### src/rtl/picomips_clk_pkg.sv
// picomips_clk_pkg: shared types and constants for the picoMIPS clock-enable logic.
package picomips_clk_pkg;

    typedef enum logic [1:0] {IDLE, RUN, HOLD} step_state_t;

    localparam int SYNC_STAGES  = 2;
    localparam int STEP_COUNT_W = 16;

endpackage

### src/rtl/sync_debounce.sv
// sync_debounce: 2-flop synchroniser plus optional debounce (CPU_STEP_DEBOUNCE_EN).
// Without the macro the accepted level is a plain registered copy of the synchronised input.
module sync_debounce
    import picomips_clk_pkg::*;
#(
    parameter int DEBOUNCE_BITS = 16
) (
    input  logic clk,
    input  logic n_reset,
    input  logic i_raw,
    output logic o_db
);

    logic [SYNC_STAGES-1:0] r_sync;
    logic                   w_sync;
    logic                   r_db;

    assign w_sync = r_sync[SYNC_STAGES-1];
    assign o_db   = r_db;

    always_ff @(posedge clk or negedge n_reset) begin
        if (!n_reset) r_sync <= '0;
        else          r_sync <= {r_sync[SYNC_STAGES-2:0], i_raw};
    end

`ifdef CPU_STEP_DEBOUNCE_EN
    // One extra bit so the counter can hold D itself: accept on the D+1th disagreeing edge.
    localparam logic [DEBOUNCE_BITS:0] D = {1'b1, {DEBOUNCE_BITS{1'b0}}};

    logic [DEBOUNCE_BITS:0] r_cnt;

    always_ff @(posedge clk or negedge n_reset) begin
        if (!n_reset) begin
            r_cnt <= '0;
            r_db  <= 1'b0;
        end else if (w_sync == r_db) begin
            r_cnt <= '0;
        end else if (r_cnt == D) begin
            r_cnt <= '0;
            r_db  <= w_sync;
        end else begin
            r_cnt <= r_cnt + 1'b1;
        end
    end
`else
    always_ff @(posedge clk or negedge n_reset) begin
        if (!n_reset) r_db <= 1'b0;
        else          r_db <= w_sync;
    end
`endif

endmodule

### src/rtl/cpu_step_control.sv
// cpu_step_control: run/step clock-enable generator for the picoMIPS core.
// Debounce of both inputs is enabled by defining CPU_STEP_DEBOUNCE_EN.
module cpu_step_control
    import picomips_clk_pkg::*;
#(
    parameter int DIV_FACTOR    = 24,
    parameter int DEBOUNCE_BITS = 16
) (
    input  logic                    clk,
    input  logic                    n_reset,
    input  logic                    btn_step,
    input  logic                    run_sw,
    output logic                    cpu_en,
    output logic                    running,
    output logic [STEP_COUNT_W-1:0] step_count
);

    logic                  w_btn_db;
    logic                  w_run_db;
    logic                  w_pulse;
    step_state_t           r_state;
    step_state_t           w_next;
    logic [DIV_FACTOR-1:0] r_rate;

    sync_debounce #(.DEBOUNCE_BITS(DEBOUNCE_BITS)) u_btn (
        .clk    (clk),
        .n_reset(n_reset),
        .i_raw  (btn_step),
        .o_db   (w_btn_db)
    );

    sync_debounce #(.DEBOUNCE_BITS(DEBOUNCE_BITS)) u_run (
        .clk    (clk),
        .n_reset(n_reset),
        .i_raw  (run_sw),
        .o_db   (w_run_db)
    );

    // RUN has priority over a simultaneous press; a run pulse is dropped on the exit cycle.
    always_comb begin
        w_next  = (r_state == IDLE) ? (w_run_db ? RUN : (w_btn_db ? HOLD : IDLE))
                : (r_state == HOLD) ? (w_btn_db ? HOLD : IDLE)
                :                     (w_run_db ? RUN : IDLE);
        w_pulse = (r_state == IDLE && !w_run_db && w_btn_db) ||
                  (r_state == RUN && w_run_db && (&r_rate));
    end

    always_ff @(posedge clk or negedge n_reset) begin
        if (!n_reset) begin
            r_state    <= IDLE;
            r_rate     <= '0;
            cpu_en     <= 1'b0;
            running    <= 1'b0;
            step_count <= '0;
        end else begin
            r_state    <= w_next;
            r_rate     <= (r_state == RUN) ? r_rate + 1'b1 : '0;
            cpu_en     <= w_pulse;
            running    <= (w_next == RUN);
            step_count <= step_count + STEP_COUNT_W'(w_pulse);
        end
    end

endmodule

### config.mk
export PLATFORM = sky130hd
export DESIGN_NAME = cpu_step_control
export DESIGN_NICKNAME = d
export VERILOG_FILES = /design/src/rtl/picomips_clk_pkg.sv /design/src/rtl/sync_debounce.sv /design/src/rtl/cpu_step_control.sv
export SDC_FILE = /design/constraint.sdc
export NUM_CORES = 1
export LEC_CHECK = 0
export BUFFER_PORTS_ARGS = -buffer_cell sky130_fd_sc_hd__buf_2
export CAP_MARGIN = 10
export CORE_ASPECT_RATIO = 0.8
export CORE_UTILIZATION = 57
export DETAILED_ROUTE_END_ITERATION = 6
export HOLD_SLACK_MARGIN = 0.02
export PLACE_DENSITY_LB_ADDON = 0.1
export SETUP_SLACK_MARGIN = 0.3
export SLEW_MARGIN = 20
export SYNTH_ARGS = -nofsm -noshare
export SYNTH_HDL_FRONTEND = slang
export SYNTH_SLANG_ARGS = --single-unit
### constraint.sdc
create_clock -name clk -period 3.55 [get_ports clk]
set_input_delay 0.1775 -clock clk [delete_from_list [all_inputs] [get_ports clk]]
set_output_delay 0.1775 -clock clk [all_outputs]
set_load 0.03 [all_outputs]
==> summary.md, run 1 <==
| Metric | Value |
|---|---|
| Status | finished with violations |
| Failing checks | design-rule violations |
| Worst skew pair latency | 0.30 ns |
| Final Skew | 0.004735 ns |
| Area of the core | 0.003518 mm2 |
| Tcrit/Tclk final | 78.37% |
| Critical path class | reg -> reg |
| Number of diodes | 0 |
| Combinational Power Share | 11.4% |
| Layout area overhead | 12.72% |
| Num rows | 19 |
| Htree depth | 2 |
| Post-CTS sizing | 0 |
| WP data arrival | 2.98 ns |
| Share of layout cells above drive strength 1 | 14.10% |
| Switching share of power | 26.67% |
| CP top delay family | simple AND/OR/NAND/NOR gates |
| Post-Synthesis Cells | 201 |
| PwrDens | 473.5 mW/mm2 |
| Int Power | 847.1 uW |
| DRC | 6 |
| Max IR drop VDD | 0.4042 mV |
| Reg power frac | 55.2% |
| CP max stage delay | 0.42 ns |
| Global-route wire length before repair | 6382 um |
| Fmax | 359.4 MHz |
| Cts bufs inserted | 5 |
| Initial cell density of the core | 61.52% |
| RePlAce Congestion | 0.8381 |
| Clock power share | 33.4% |
| Non-Filler Instances | 269 |
| Post-synth cell types | 30 |
| Number of global-route vias before repair | 1383 |
| Sink Count | 50 |
| CTS tree | yes |
| Clock Path Buffers | 2 |
| HP Class | reg -> reg |
| Crit end category | flip-flop |
| Netlist Area Pre-Place | 0.002165 mm2 |
| Most common cell after layout, fill and taps aside | dfrtp_1 |
| Final HPWL DP | 2734 um |
| GRT Overall Usage | 21.02% |
| CP Cell Sequence | ha_1, and4_1, nand4_1, o31ai_1, ha_1, ha_1, and2_1, nand4_1, xnor2_1 |
| Die Y | 57.12 um |
| Worst EP required | 3.74 ns |
| Die span in x | 70.90 um |
| WL per Instance | 14.57 um |
| Grt total ovfl | 0 |
| Critical Path Start Type | flip-flop |
| DRT Wirelength | 3920 um |
| Pwr Total | 1.155 mW |
| Pleak | 1.089 nW |
| DRT iter0 DRCs | 88 |
| Die Area | 0.004050 mm2 |
| Critical path's most frequent cell | ha_1 |
| Vias per cell | 5.665 |
| EDFF count, synth | 0 |
| Clk slew on worst S/H paths | 0.09 ns |
| Port Buf Inserts | 21 |
| Area of the multi-input gates | 874.6 um2 |
| Fin crit period | 2.782 ns |
| Final Hold Fails | 0 |
| Switching power | 308.2 uW |
| Dominant synthesized flop cell | dfrtp_1 |
| Via Count | 1524 |
| Final Max Tran Viols | 0 |
| Storage element area | 0.001251 mm2 |
| Ys async rst share | 100.0% |
| Worst slew pin tran | 0.7645 ns |
| # setup viols final | 0 |
| Fin nets | 233 |
| Synth warn | 0 |
| Rel. slew slack | 48.91% |
| DRT Pass-1 Iters | 6 |
| Max stage delay cell, worst path | dfrtp_1 |
| Initial antenna violation count | 0 |
| I/O Pins | 22 |
| Most frequent cells in the layout | dfrtp_1, buf_2, xnor2_1, nor2_1, nand2_1 |
| Synth Net Count | 208 |
| Antenna-violating nets left | 0 |
| Pin count of the biggest net entering global routing | 51 |
| Post-synthesis sequential area ratio | 57.80% |
| RSZ-0062 raised after global routing | no |
| Fillers | 267 |
| Final setup TNS | 0 ns |
| Max cap viols | 0 |
| Mapped Avg Cell Area | 10.77 um2 |
| CP bufs+invs | 0 |
| CTS root buf | clkbuf_8 |
| Placed cell count | 258 |
| CP Max Fanout | 6 |
| Yosys reg bits | 50 |
| Worst reg2reg setup slack | 0.77 ns |
-- registers in the layout (all words and copies together) (netlist names) --
register,count
running,1
r_state,2
step_count,16
u_run.r_sync,2
cpu_en,1
u_btn.o_db,1
u_run.o_db,1
r_rate,24
u_btn.r_sync,2
-- final timing paths --
kind                            cells past startpoint         endpoint       startpoint
worst max-delay path                                9   step_count[12]        r_rate[0]
worst min-delay path                                0  u_btn.r_sync[1]  u_btn.r_sync[0]
worst max register to register                      9   step_count[12]        r_rate[0]
worst min register to register                      0  u_btn.r_sync[1]  u_btn.r_sync[0]
max in group asynchronous                           2        r_rate[6]          n_reset
min in group asynchronous                           2   step_count[12]          n_reset
-- repair_timing --
| item | 4_1_cts | 5_1_grt |
|---|---|---|
| hold buffers | 2 | 1 |
| hold endpoints to repair | 2 | 50 |
| setup endpoints to repair | 0 | 0 |
| buffers inserted | 0 | 0 |
-- synth_stat cells (2+ instances only) --
cell / number / area [um2]
a21oi_1: 10 / 50.05
nand4_1: 11 / 68.82
xor2_1: 10 / 87.58
or4_1: 2 / 15.01
xnor2_1: 16 / 140.1
nor4_1: 2 / 12.51
inv_1: 4 / 15.01
or3_1: 10 / 62.56
and4_1: 5 / 43.79
nor2_1: 16 / 60.06
o21ai_0: 9 / 45.04
and2_1: 3 / 18.77
nor3_1: 4 / 20.02
ha_1: 3 / 37.54
nand2_1: 15 / 56.30
o21a_1: 2 / 15.01
dfrtp_1: 50 / 1251
clkbuf_1: 4 / 15.01
nand3_1: 14 / 70.07
-- metal layers --
metal,part of all wire [%],track usage (%),vias up,wire length (um)
li1,-,-,752,-
met1,50,29.56,731,1965
met2,44,32.28,35,1733
met3,4.1,4.240,6,161
met4,1.5,9.143,0,60
met5,0,0,-,0
-- per-stage QoR --
| step | setup slack (ns) | utilization (%) | area [um2] | hold WS [ns] |
|---|---|---|---|---|
| after floorplan | 1.076 | - | 2165 | -0.1181 |
| after global placement | 0.9935 | 65.33 | 2298 | 0.2880 |
| after detailed placement | 0.7771 | 65.33 | 2298 | 0.2886 |
| after CTS | 0.7647 | 68.99 | 2427 | 0.1044 |
| after global routing | 0.4706 | 69.35 | 2440 | 0.3636 |
| final | 0.7678 | 69.35 | 2440 | 0.3559 |
-- kinds of logic after synthesis --
family | share of synthesized area (%)
buffers and inverters | 1.791
AND/OR/NAND/NOR | 22.37
XOR/XNOR | 10.52
flip-flops | 57.80
AO/OA/AOI/OAI | 5.780
adder cells (fa/ha/maj) | 1.734
-- area by class of cell --
cell class              count  area share (%)
repair buffers             24           5.641
inverters                   4          0.6154
flip-flops and latches     50           51.28
multi-input cells         141           35.85
clock inverters             3           1.641
well taps                  42           2.154
clock buffers               5           2.821
-- power by group through the flow --
stage / registers, mW / logic, mW / clock network [mW]
2_1_floorplan: 0.693 / 0.0299 / 0
3_3_place_gp: 0.645 / 0.127 / 0
3_5_place_dp: 0.648 / 0.130 / 0
4_1_cts: 0.637 / 0.132 / 0.397
5_1_grt: 0.642 / 0.143 / 0.414
6_report: 0.638 / 0.132 / 0.386
No activity file was read; power rests on OpenSTA's default activity.
==> run 2: changes to the inputs <==
Clock period 3.55 ns to 2.65 ns, I/O delays scaled along.
==> run 2 against run 1 <==
The flow now finishes without violations. Cell count rose by 2.2%. Setup slack lost 0.30 ns. Global-route usage increased by 1.5 points. Register-to-register slack worse by 0.30 ns. Utilization is 2.2 points higher. Hold slack better by 0.0044 ns. First-iteration DRC count rose by 32%. Non-clock buffer count up 6. Sequential share of layout area fell by 1.6 points.
==> summary.md, run 2 (synthesized netlist as in run 1, its figures left out) <==
| Metric | Value |
|---|---|
| Final setup TNS | 0 ns (unchanged) |
| Sink Count | 50 (unchanged) |
| PwrDens | 593.0 mW/mm2 (was 473.5 mW/mm2) |
| Pin count of the biggest net entering global routing | 51 (unchanged) |
| Max cap viols | 0 (unchanged) |
| CP bufs+invs | 0 (unchanged) |
| Final Hold Fails | 0 (unchanged) |
| Initial antenna violation count | 0 (unchanged) |
| Switching share of power | 27.76% (was 26.67%) |
| Worst Reg2Reg Path Length in Cells | 9 (unchanged) |
| Layout area overhead | 16.24% (was 12.72%) |
| CP max stage delay | 0.39 ns (was 0.42 ns) |
| Fin nets | 239 (was 233) |
| Via Count | 1588 (was 1524) |
| Port Buf Inserts | 21 (unchanged) |
| Antenna-violating nets left | 0 (unchanged) |
| Area of the core | 0.003518 mm2 (unchanged) |
| DRT iter0 DRCs | 116 (was 88) |
| CP Cell Sequence | ha_2, and4_4, nand4_1, o31ai_2, ha_2, ha_4, and2_4, nand4_1, xnor2_1 (was ha_1, and4_1, nand4_1, o31ai_1, ha_1, ha_1, and2_1, nand4_1, xnor2_1) |
| HP Class | reg -> reg (unchanged) |
| DRT Wirelength | 4129 um (was 3920 um) |
| Int Power | 1.078 mW (was 847.1 uW) |
| Die Area | 0.004050 mm2 (unchanged) |
| R2R Path Start | r_rate[1] (was r_rate[0]) |
| # setup viols final | 0 (unchanged) |
| Critical path class | reg -> reg (unchanged) |
| Hold_ws | 0.3603 ns (was 0.3559 ns) |
| Final Skew | 0.01141 ns (was 0.004735 ns) |
| Setup crit end | step_count[12] (unchanged) |
| Share of layout cells above drive strength 1 | 20.17% (was 14.10%) |
| Critical Path Start Type | flip-flop (unchanged) |
| CP Max Fanout | 4 (was 6) |
| Reg power frac | 57.7% (was 55.2%) |
| CP Depth | 9 (unchanged) |
| CP top delay family | adder cells (was simple AND/OR/NAND/NOR gates) |
| Max FFs per register | 24 (unchanged) |
| Initial cell density of the core | 61.52% (unchanged) |
| Max IR drop VDD | 0.6267 mV (was 0.4042 mV) |
| Worst EP required | 2.84 ns (was 3.74 ns) |
| Switching power | 414.1 uW (was 308.2 uW) |
| Worst skew pair latency | 0.30 ns (about the same) |
| Most common cell after layout, fill and taps aside | dfrtp_1 (unchanged) |
| Crit end category | flip-flop (unchanged) |
| Max stage delay cell, worst path | dfrtp_1 (unchanged) |
| Worst slew pin tran | 0.6177 ns (was 0.7645 ns) |
| Most frequent cells in the layout | dfrtp_1, buf_2, xnor2_1, nor2_1, nand2_1 (unchanged) |
| RePlAce Congestion | 0.7913 (was 0.8381) |
| WP data arrival | 2.36 ns (was 2.98 ns) |
| Number of global-route vias before repair | 1523 (was 1383) |
| Final HPWL DP | 2848 um (was 2734 um) |
| Num rows | 19 (unchanged) |
| Status | completed (was finished with violations) |
| Clock power share | 29.6% (was 33.4%) |
| WL per Instance | 15.01 um (was 14.57 um) |
| Fin util | 71.51% (was 69.35%) |
| Number of diodes | 0 (unchanged) |
| Largest register by flop count | r_rate (unchanged) |
| RSZ-0062 raised after global routing | no (unchanged) |
| Grt total ovfl | 0 (unchanged) |
| Final Max Tran Viols | 0 (unchanged) |
| Tcrit/Tclk final | 82.19% (was 78.37%) |
| I/O Pins | 22 (unchanged) |
| Global-route wire length before repair | 6948 um (was 6382 um) |
| Top Registers | r_rate (24), step_count (16) (unchanged) |
| Clk slew on worst S/H paths | 0.08 ns (was 0.09 ns) |
| GRT Overall Usage | 22.47% (was 21.02%) |
| CTS tree | yes (unchanged) |
| Pleak | 1.107 nW (was 1.089 nW) |
| DRC | 0 (was 6) |
| Fmax | 459.1 MHz (was 359.4 MHz) |
| Vias per cell | 5.775 (was 5.665) |
| Fin crit period | 2.178 ns (was 2.782 ns) |
| DRT Pass-1 Iters | 6 (unchanged) |
| Clock Path Buffers | 2 (unchanged) |
| Rel. slew slack | 58.82% (was 48.91%) |
| Combinational Power Share | 12.6% (was 11.4%) |
| Die Y | 57.12 um (unchanged) |
| R2R Path End | step_count[12] (unchanged) |
| Crit path from | r_rate[1] (was r_rate[0]) |
| Die span in x | 70.90 um (unchanged) |
| Htree depth | 2 (unchanged) |
| Worst reg2reg setup slack | 0.47 ns (was 0.77 ns) |
| Cts bufs inserted | 5 (unchanged) |
| CTS root buf | clkbuf_8 (unchanged) |
==> run 2: cell type report <==
cell class                      instances  area, um2
Inverter                                4      15.01
Clock inverter                          1      5.005
Sequential cell                        50       1251
Fill cell                             269       1002
Multi-Input combinational cell        141      923.4
Clock buffer                            7      86.33
Timing Repair Buffer                   30      182.7
Tap cell                               42      52.55
==> run 2: what timing repair did <==
action,4_1_cts,5_1_grt
endpoints found under the setup margin,1,8
hold buffers,2,1
setup buffers,0,3
endpoints found under the hold margin,2,50
pin swaps,1,3
resized for setup,0,4
==> run 2: per-layer routing <==
metal / track usage [%] / vias up / wire (um)
li1: - / 768 / -
met1: 30.91 / 771 / 1970
met2: 34.62 / 43 / 1945
met3: 5.477 / 6 / 177
met4: 9.714 / 0 / 35
met5: 0 / - / 0
==> run 2: worst min path at each step <==
stage / end / cells after the start / startpoint
finish: u_run.r_sync[1] / 0 / u_run.r_sync[0]
global route: u_run.r_sync[1] / 0 / u_run.r_sync[0]
CTS: r_rate[8] / 1 / n_reset
detailed placement: u_run.r_sync[0] / 1 / run_sw
global placement: u_run.r_sync[0] / 1 / run_sw
floorplan: cpu_en / 0 / n_reset
==> run 2: per-stage QoR <==
stage	setup slack [ns]	instances	area [um2]	power, mW
finish	0.4720	275	2516	1.492
global route	0.2952	275	2516	1.558
CTS	0.3037	271	2464	1.499
detailed placement	0.3275	261	2352	1.053
global placement	0.4264	261	2352	1.047
floorplan	0.2930	201	2197	0.9771
==> run 2: power groups by stage <==
stage / Combinational [mW] / Clock [mW] / Sequential (mW)
2_1_floorplan: 0.0441 / 0 / 0.933
3_3_place_gp: 0.178 / 0 / 0.870
3_5_place_dp: 0.178 / 0 / 0.875
4_1_cts: 0.183 / 0.457 / 0.860
5_1_grt: 0.203 / 0.487 / 0.868
6_report: 0.188 / 0.442 / 0.861
==> run 2: worst register-to-register path: cells and delay by family (launching register included) <==
kind                     cells  cell delay (ns)
AO/OA/AOI/OAI                1             0.25
XOR/XNOR                     1             0.14
AND/OR/NAND/NOR              4             0.63
adder cells (fa/ha/maj)      3             0.67
flip-flops                   1             0.39
==> run 3: changes to the inputs <==
Settings changed: ABC_AREA set to 1, CORE_UTILIZATION 57 to 53.
Clock period 2.65 ns to 1.85 ns, I/O delays scaled along.
==> run 3 against run 2 <==
The flow now finishes with violations (negative setup slack). Global-route usage rose by 2.1 points. Count of clock-buffer cells in the layout is 2 lower. Total power is 61% higher. Sequential share of layout area is 11 points lower. Combinational power increased by 96%. Clock power rose by 81%.
==> summary.md, run 3 <==
| Metric | Value |
|---|---|
| Post-Synthesis Cells | 277 (was 201) |
| Fin util | 76.16% (was 71.51%) |
| Fillers | 313 (was 269) |
| Clock Path Buffers | 2 (unchanged) |
| Crit end category | flip-flop (unchanged) |
| Number of diodes | 0 (unchanged) |
| Fmax | 495.4 MHz (was 459.1 MHz) |
| Rel. slew slack | 66.16% (was 58.82%) |
| Share of layout cells above drive strength 1 | 34.55% (was 20.17%) |
| Die Y | 62.11 um (was 57.12 um) |
| Max IR drop VDD | 0.6859 mV (was 0.6267 mV) |
| Synth warn | 0 (unchanged) |
| Ys async rst share | 100.0% (unchanged) |
| Critical Path Start Type | flip-flop (unchanged) |
| Critical path class | reg -> reg (unchanged) |
| Most frequent cell after synthesis | nor2_1 (was dfrtp_1) |
| WP data arrival | 2.22 ns (was 2.36 ns) |
| Area of the core | 0.004257 mm2 (was 0.003518 mm2) |
| Vias per cell | 4.886 (was 5.775) |
| Area contributors post-synth | dfrtp_1, nor2_1, nand2_1 (was dfrtp_1, xnor2_1, xor2_1) |
| Fin crit period | 2.019 ns (was 2.178 ns) |
| Port Buf Inserts | 21 (unchanged) |
| Grt total ovfl | 0 (unchanged) |
| Max stage delay cell, worst path | dfrtp_1 (unchanged) |
| Via Count | 2018 (was 1588) |
| Non-Filler Instances | 413 (was 275) |
| Post-synth top area share | 52.27% (was 57.80%) |
| Initial antenna violation count | 0 (unchanged) |
| Post-synth cell types | 21 (was 30) |
| Antenna-violating nets left | 0 (unchanged) |
| Most frequent cells in the layout | nand2_1, nor2_1, dfrtp_1 (was dfrtp_1, buf_2, xnor2_1, nor2_1, nand2_1) |
| Num rows | 21 (was 19) |
| Non-Filler Cell Area, Final | 0.003242 mm2 (was 0.002516 mm2) |
| Final Skew | 0.007045 ns (was 0.01141 ns) |
| Pin count of the biggest net entering global routing | 31 (was 51) |
| Top cells by count, synth | nor2_1, nand2_1, dfrtp_1, inv_1, xor2_1 (was dfrtp_1, nor2_1, xnor2_1, nand2_1, nand3_1) |
| Top Registers | r_rate (24), step_count (16) (unchanged) |
| Initial cell density of the core | 56.23% (was 61.52%) |
| Htree depth | 2 (unchanged) |
| Final Hold Fails | 0 (unchanged) |
| DRC | 0 (unchanged) |
| Worst slew pin tran | 0.5076 ns (was 0.6177 ns) |
| HP Class | in -> async (was reg -> reg) |
| Clk slew on worst S/H paths | 0.10 ns (was 0.08 ns) |
| Die span in x | 77.14 um (was 70.90 um) |
| CTS tree | yes (unchanged) |
| Worst EP required | 2.05 ns (was 2.84 ns) |
| Sink Count | 50 (unchanged) |
| Pleak | 1.544 nW (was 1.107 nW) |
| Switching share of power | 29.64% (was 27.76%) |
| CP top delay family | simple AND/OR/NAND/NOR gates (was adder cells) |
| DRT iter0 DRCs | 116 (unchanged) |
| Mapped Avg Cell Area | 8.641 um2 (was 10.77 um2) |
| Tcrit/Tclk final | 109.1% (was 82.19%) |
| Placed cell areas | 0.002923 mm2 (was 0.002352 mm2) |
| Most common cell after layout, fill and taps aside | nand2_1 (was dfrtp_1) |
| Placed cell count | 395 (was 261) |
| Reg power frac | 51.3% (was 57.7%) |
| Number of global-route vias before repair | 1963 (was 1523) |
| Worst skew pair latency | 0.31 ns (was 0.30 ns) |
| Pre-CTS WS | -0.3022 ns (was 0.3275 ns) |
| Switching power | 712.8 uW (was 414.1 uW) |
| RePlAce Congestion | 0.8101 (was 0.7913) |
| EDFF count, synth | 0 (unchanged) |
| Cts bufs inserted | 5 (unchanged) |
| Clock power share | 33.3% (was 29.6%) |
| Largest register by flop count | r_rate (unchanged) |
| # setup viols final | 13 (was 0) |
| PnR worst setup slack | -0.1686 ns (was 0.4720 ns) |
| I/O Pins | 22 (unchanged) |
| Post-synthesis sequential area ratio | 52.27% (was 57.80%) |
| Final setup TNS | -1.350 ns (was 0 ns) |
| CP bufs+invs | 1 (was 0) |
| R2R Path End | step_count[13] (was step_count[12]) |
| PwrDens | 741.7 mW/mm2 (was 593.0 mW/mm2) |
| Combinational Power Share | 15.4% (was 12.6%) |
| Die Area | 0.004790 mm2 (was 0.004050 mm2) |
| CP Cell Sequence | ha_2, nand2_2, nor2_4, nand2_2, nor2_4, nand2_2, o21ai_4, ha_4, buf_6, nand3_4, nor2_4, nand3_2, xnor2_1 (was ha_2, and4_4, nand4_1, o31ai_2, ha_2, ha_4, and2_4, nand4_1, xnor2_1) |
| Fin nets | 362 (was 239) |
| GRT Overall Usage | 24.58% (was 22.47%) |
| Netlist Area Pre-Place | 0.002394 mm2 (was 0.002165 mm2) |
| Synth Net Count | 284 (was 208) |
| Int Power | 1.692 mW (was 1.078 mW) |
| Yosys reg bits | 50 (unchanged) |
| Final Max Tran Viols | 0 (unchanged) |
| Worst Reg2Reg Path Length in Cells | 13 (was 9) |
| CTS root buf | clkbuf_8 (unchanged) |
| DRT Wirelength | 5332 um (was 4129 um) |
| DRT Pass-1 Iters | 4 (was 6) |
| CP Max Fanout | 4 (unchanged) |
| CP max stage delay | 0.37 ns (was 0.39 ns) |
| Final HPWL DP | 3856 um (was 2848 um) |
| Dominant synthesized flop cell | dfrtp_1 (unchanged) |
| RSZ-0062 raised after global routing | yes (was no) |
| R2R Path Start | r_rate[1] (unchanged) |
| WL per Instance | 12.91 um (was 15.01 um) |
| Status | finished with violations (was completed) |
| Worst reg2reg setup slack | -0.17 ns (was 0.47 ns) |
| Failing checks | negative setup slack |
| Max FFs per register | 24 (unchanged) |
| Area leader, netlist | dfrtp_1 (unchanged) |
| Layout area overhead | 35.44% (was 16.24%) |
| Max cap viols | 0 (unchanged) |
| Global-route wire length before repair | 9094 um (was 6948 um) |
## run 3: changes by cell type in the layout (fill, tap and decap cells not counted), sizes merged, moves of 3 or more
cell / delta
inv: +27
nor2: +53
nand2: +48
or3: -10
nand4: -4
xnor2: -12
o21ai: -5
and4: -6
xor2: +3
buf: +43
## run 3: logic make-up (layout without fill, tap and decap cells)
group           Yosys count  in the layout  share of synthesized area [%]
compound gates           16             16                          3.346
buf+inv                  32            111                          5.123
simple gates            159            159                          31.47
fa+ha+maj                 3              3                          1.568
flops                    50             50                          52.27
xor+xnor                 17             17                          6.220
## run 3: timing repair
item                                    in CTS  in global routing
pin swaps                                    9                  8
resized for setup                           16                 15
buffers inserted                             5                  2
hold endpoints to repair                    22                  0
endpoints found under the setup margin      16                 16
hold buffers                                 3                  0
## run 3: power by group through the flow
stage	sequential (mW)	clock, mW	combinational, mW
finish	1.23	0.801	0.369
global route	1.25	0.860	0.400
CTS	1.22	0.820	0.350
detailed placement	1.24	0	0.323
global placement	1.23	0	0.322
floorplan	1.34	0	0.0867
## run 3: worst max-delay path by stage
stage | cells past startpoint | endpoint | slack (ns) | startpoint
after floorplan | 15 | step_count[12] | -0.29 | r_rate[1]
after global placement | 15 | step_count[12] | -0.23 | r_rate[1]
after detailed placement | 12 | step_count[13] | -0.30 | r_rate[1]
after CTS | 15 | step_count[12] | -0.19 | r_rate[1]
after global routing | 14 | step_count[12] | -0.29 | r_state[0]
final | 13 | step_count[13] | -0.17 | r_rate[1]
## run 3: layout make-up
class	instances	area, um2	area share [%]
inverters	30	117.6	3.628
multi-input cells	195	1161	35.82
flip-flops and latches	50	1251	38.60
clock inverters	3	48.80	1.505
well taps	57	71.32	2.200
clock buffers	5	68.82	2.123
repair buffers	73	523.0	16.13
## run 3: routing by layer
metal	routed length, um	vias up	share of wire [%]	global-route usage, %
met5	0	-	0	0
met4	31	0	0.58	8.726
met3	143	2	2.7	4.412
met2	2486	32	47	37.06
met1	2671	956	50	35.76
li1	-	1028	-	-
## run 3: metrics by stage
| stage | power [mW] | hold slack (ns) |
|---|---|---|
| 6_report | 2.405 | 0.2773 |
| 3_5_place_dp | 1.559 | 0.09868 |
| 2_1_floorplan | 1.425 | -0.2031 |
| 5_1_grt | 2.505 | 0.3388 |
| 3_3_place_gp | 1.555 | 0.08473 |
| 4_1_cts | 2.394 | 0.2959 |
